`config.mk`:
```
export PLATFORM = sky130hd
export DESIGN_NAME = ro_edge_counter
export DESIGN_NICKNAME = d
export VERILOG_FILES = /design/src/rtl/ro_edge_counter.sv
export SDC_FILE = /design/constraint.sdc
export NUM_CORES = 1
export LEC_CHECK = 0
export CAP_MARGIN = 40
export CORE_ASPECT_RATIO = 1.1
export CORE_UTILIZATION = 55
export DETAILED_ROUTE_END_ITERATION = 10
export GPL_TIMING_DRIVEN = 0
export PLACE_DENSITY = 0.84
export SLEW_MARGIN = 20
export SYNTH_ARGS = -nofsm -noshare
export SYNTH_HDL_FRONTEND = slang
export SYNTH_SLANG_ARGS = --single-unit
export TNS_END_PERCENT = 1
```
`constraint.sdc`:
```
create_clock -name clock -period 3.9 [get_ports clock]
set_input_delay 0.975 -clock clock [delete_from_list [all_inputs] [get_ports clock]]
set_output_delay 0.975 -clock clock [all_outputs]
set_load 0.1 [all_outputs]
```
`src/rtl/ro_edge_counter.sv`:
```
// ro_edge_counter: counts rising edges of an asynchronous ring-oscillator tap
// over a programmable window of system-clock cycles, one shot per start.
module ro_edge_counter #(
  parameter int COUNT_WIDTH  = 32,
  parameter int WINDOW_WIDTH = 32,
  parameter int SYNC_STAGES  = 2
) (
  input  logic                    clock,
  input  logic                    reset,
  input  logic                    ro_in,
  input  logic                    start,
  input  logic [WINDOW_WIDTH-1:0] window_len,
  output logic                    busy,
  output logic                    count_valid,
  output logic [COUNT_WIDTH-1:0]  count_out,
  output logic                    overflow
);

  typedef enum logic [1:0] {IDLE, ARM, MEASURE, DONE} state_t;

  state_t                  state, state_nxt;
  logic [SYNC_STAGES-1:0]  sync;
  logic                    sync_out;
  logic                    prev;
  logic                    rise;
  logic [1:0]              arm_cnt;
  logic                    arm_last;
  logic [WINDOW_WIDTH-1:0] window_q;
  logic [WINDOW_WIDTH-1:0] timer;
  logic [COUNT_WIDTH-1:0]  cnt, cnt_nxt;
  logic                    ovf, ovf_nxt;
  logic                    accept;

  assign sync_out    = sync[SYNC_STAGES-1];
  assign rise        = sync_out & ~prev;
  assign arm_last    = (arm_cnt == 2'(SYNC_STAGES - 1));
  assign accept      = ((state == IDLE) || (state == DONE)) && start;
  assign busy        = (state == ARM) || (state == MEASURE);
  assign count_valid = (state == DONE);

  // State register
  always_ff @(posedge clock) begin
    if (reset) state <= IDLE;
    else       state <= state_nxt;
  end

  // Next-state logic
  always_comb begin
    state_nxt = state;
    unique case (state)
      IDLE, DONE: state_nxt = start ? ARM : IDLE;
      ARM: begin
        if (arm_last) state_nxt = (window_q == '0) ? DONE : MEASURE;
      end
      MEASURE: begin
        if (timer == WINDOW_WIDTH'(1)) state_nxt = DONE;
      end
      default: state_nxt = IDLE;
    endcase
  end

  // Saturating edge counter next value; cleared on an accepted start
  always_comb begin
    cnt_nxt = cnt;
    ovf_nxt = ovf;
    if (accept) begin
      cnt_nxt = '0;
      ovf_nxt = 1'b0;
    end else if ((state == MEASURE) && rise) begin
      if (cnt == '1) ovf_nxt = 1'b1;
      else           cnt_nxt = cnt + 1'b1;
    end
  end

  // Free-running synchronizer and edge-history register
  always_ff @(posedge clock) begin
    if (reset) begin
      sync <= '0;
      prev <= 1'b0;
    end else begin
      sync <= {sync[SYNC_STAGES-2:0], ro_in};
      prev <= sync_out;
    end
  end

  // Window latch, ARM-phase counter and window timer
  always_ff @(posedge clock) begin
    if (reset) begin
      window_q <= '0;
      arm_cnt  <= '0;
      timer    <= '0;
    end else begin
      if (accept) begin
        window_q <= window_len;
        arm_cnt  <= '0;
      end else if (state == ARM) begin
        arm_cnt <= arm_cnt + 1'b1;
        if (arm_last) timer <= window_q;
      end else if (state == MEASURE) begin
        timer <= timer - 1'b1;
      end
    end
  end

  // Counter state and result registers; results captured on entry to DONE
  // from the next counter value so the final MEASURE-cycle edge is included
  always_ff @(posedge clock) begin
    if (reset) begin
      cnt       <= '0;
      ovf       <= 1'b0;
      count_out <= '0;
      overflow  <= 1'b0;
    end else begin
      cnt <= cnt_nxt;
      ovf <= ovf_nxt;
      if (accept) begin
        count_out <= '0;
        overflow  <= 1'b0;
      end else if ((state_nxt == DONE) && (state != DONE)) begin
        count_out <= cnt_nxt;
        overflow  <= ovf_nxt;
      end
    end
  end

endmodule

```
==> results.cfg <==
[worst_setup_path]
start_kind = flip-flop
crit_type = flip-flop to primary output
required_ns = 2.92
cp-end-kind = primary output
cp.arrival_ns = 2.85
worst-path-max-fanout = 10

[detailed_routing]
highest_layer = met4
wl_met1_um = 7729
num_vias = 6576
detail-route-antenna-nets = 0
wl_per_cell_um = 19.54
routed-wl-met3_um = 1348
dr_wl_met2_um = 10470
drc_errors = 1
drt_first_pass_iters = 11
drt_wl_total_um = 20850
routed_via_density = 6.163
drtIter0Drc = 638

[power]
total_power_mw = 3.809
seqPwrFrac_pct = 40.3
power.net_switching_mw = 1.082
power_frac_comb_pct = 17.5
p_int_mw = 2.728
p_clk_share_pct = 42.2
vdd_drop_max_mv = 0.3191
p_leak_nw = 2.969
p_per_area_mw_per_mm2 = 451.4
swShare_pct = 28.40

[finish]
finalNetCount = 950
syn2layout_area_growth_pct = 31.64
drive_gt1_share_pct = 11.63
final_cell_count_no_fill = 1067
final_cell_area_mm2 = 0.008439
antennaDiodeCount = 0
final_common_cell = dfxtp_1
final_util_pct = 75.96
layout_common_cells = dfxtp_1, nor2_1, nand2_1

[die]
die_area_mm2 = 0.01209
initial_core_util_pct = 57.70
core_mm2 = 0.01111
die_w_um = 104.9
rows = 40
ios = 71
dieHeight_um = 115.2

[timing]
rsz0062_at_grt = no
max_slew_margin_pct = 43.59
slew_viol_final = 0
fmax_ghz = 0.2618
worst_hold_slack_ns = 0.4434
period_share_pct = 97.96
setup-violations-final = 0
setup_tns_ns = 0
fin_ws_ns = 0.07973
period_minus_slack_ns = 3.820
hold_violations = 0
tightest_slew_ns = 0.8397
clock_skew_ns = 0.008235

[clocking]
cts-buffers-inserted = 17
cts_root_buf = clkbuf_16
clk_path_buf_depth = 2
cts.htree.levels = 4
clkTransAtPathRegs_ns = 0.06
cts_hold_buf = 0
cts.sinks = 137
ctsResizeCount = 0
cts_tree = yes
cts_setup_buffers = 0
clk_latency_ns = 0.43

[synthesis]
syn_area_per_cell_um2 = 8.219
syn_inst = 780
syn_area_mm2 = 0.006411
synth_edf_count = 0
yosys_warnings = 0
async_flop_share_pct = 0
syn-num-nets = 823
synth-seq-area-share_pct = 42.78
synth_top_area_cell = dfxtp_1
ys_types = 58
synth_ff_type = dfxtp_1
synth.area.top_cells = dfxtp_1, nor2_1, nand2_1, a21oi_1, a211oi_2
synth_top_area_share_pct = 42.78
ys_seq_elements = 137

[run_status]
status = complete, but fails checks
violations = design-rule violations

[global_routing]
grt_max_degree = 17
grt_pass1_wl_um = 33090
grt.overflow.total = 0
grt_usage_pct = 35.61
antenna_found_initial = 0
grt_pass1_vias = 6489

[run]
drv_cap = 0

[worst_hold_path]
holdCritPathClass = flip-flop to flip-flop

[place]
dp_cells = 1034
finalWeightedCongestion = 0.9252
dp_worst_setup_slack_ns = 0.5997
post_dp_cell_area_mm2 = 0.007843
hpwl_um = 14580
portBuffers = 70
-- synth_stat cells (13+ instances only) --
library cell / n
dfxtp_1: 137
o21ai_0: 20
a211oi_2: 22
nor3_1: 21
a31oi_1: 13
xnor2_1: 14
nand2_1: 110
clkbuf_1: 41
a21oi_1: 57
nor4_1: 21
nand3_1: 21
xor2_1: 14
nand4_1: 16
mux2i_1: 14
nor2_1: 113
inv_1: 17
-- registers in the layout (all words and copies together) (netlist names) --
register   cells
arm_cnt        2
cnt           32
count_out     32
overflow       1
ovf            1
prev           1
state          2
sync           2
timer         32
window_q      32
-- final timing paths --
path	end	start	slack, ns	cells past startpoint
max	busy	state[0]$_SDFF_PP0_	0.08	6
min	sync[1]$_SDFF_PP0_	sync[0]$_SDFF_PP0_	0.44	1
max reg2reg	count_out[11]$_SDFFE_PP0P_	state[0]$_SDFF_PP0_	0.69	9
min reg2reg	sync[1]$_SDFF_PP0_	sync[0]$_SDFF_PP0_	0.44	1
-- power by group through the flow --
stage,combinational (mW),clock (mW),sequential (mW)
finish,0.667,1.61,1.53
global route,0.731,1.68,1.54
CTS,0.655,1.61,1.53
detailed placement,0.651,0,1.56
global placement,0.635,0,1.56
floorplan,0.482,0,1.54
-- critical path, cell delays in order, from the launching register on --
cell and delay, ns:
dfxtp_1 0.39, inv_1 0.07, ha_1 0.38, inv_1 0.24, clkbuf_1 0.50, clkdlybuf4s50_1 0.63
buf_8 0.20
-- cell type report --
type / count / area (µm²)
plain buffers: 50 / 225.2
clock buffers: 22 / 474.2
clock inverters: 10 / 117.6
fillers: 787 / 2671
inverters: 17 / 63.81
multi-input cells: 576 / 3381
flip-flops and latches: 137 / 2743
well taps: 147 / 183.9
repair buffers: 108 / 1251
-- metal layers --
layer | up-vias | GRT usage [%]
met2 | 363 | 63.58
met4 | 0 | 25.07
met1 | 3086 | 37.47
met3 | 100 | 8.163
met5 | - | 0
li1 | 3027 | -
-- cell families after synthesis --
family	after synthesis	synth area share, %
buffers and inverters	67	4.508
and+or+nand+nor	367	27.21
DFF	137	42.78
xor gates and xnor gates	28	3.825
adders and majority gates	7	1.366
muxes	16	2.537
AOI/OAI and AO/OA	158	17.78
No activity file was read; power rests on OpenSTA's default activity.
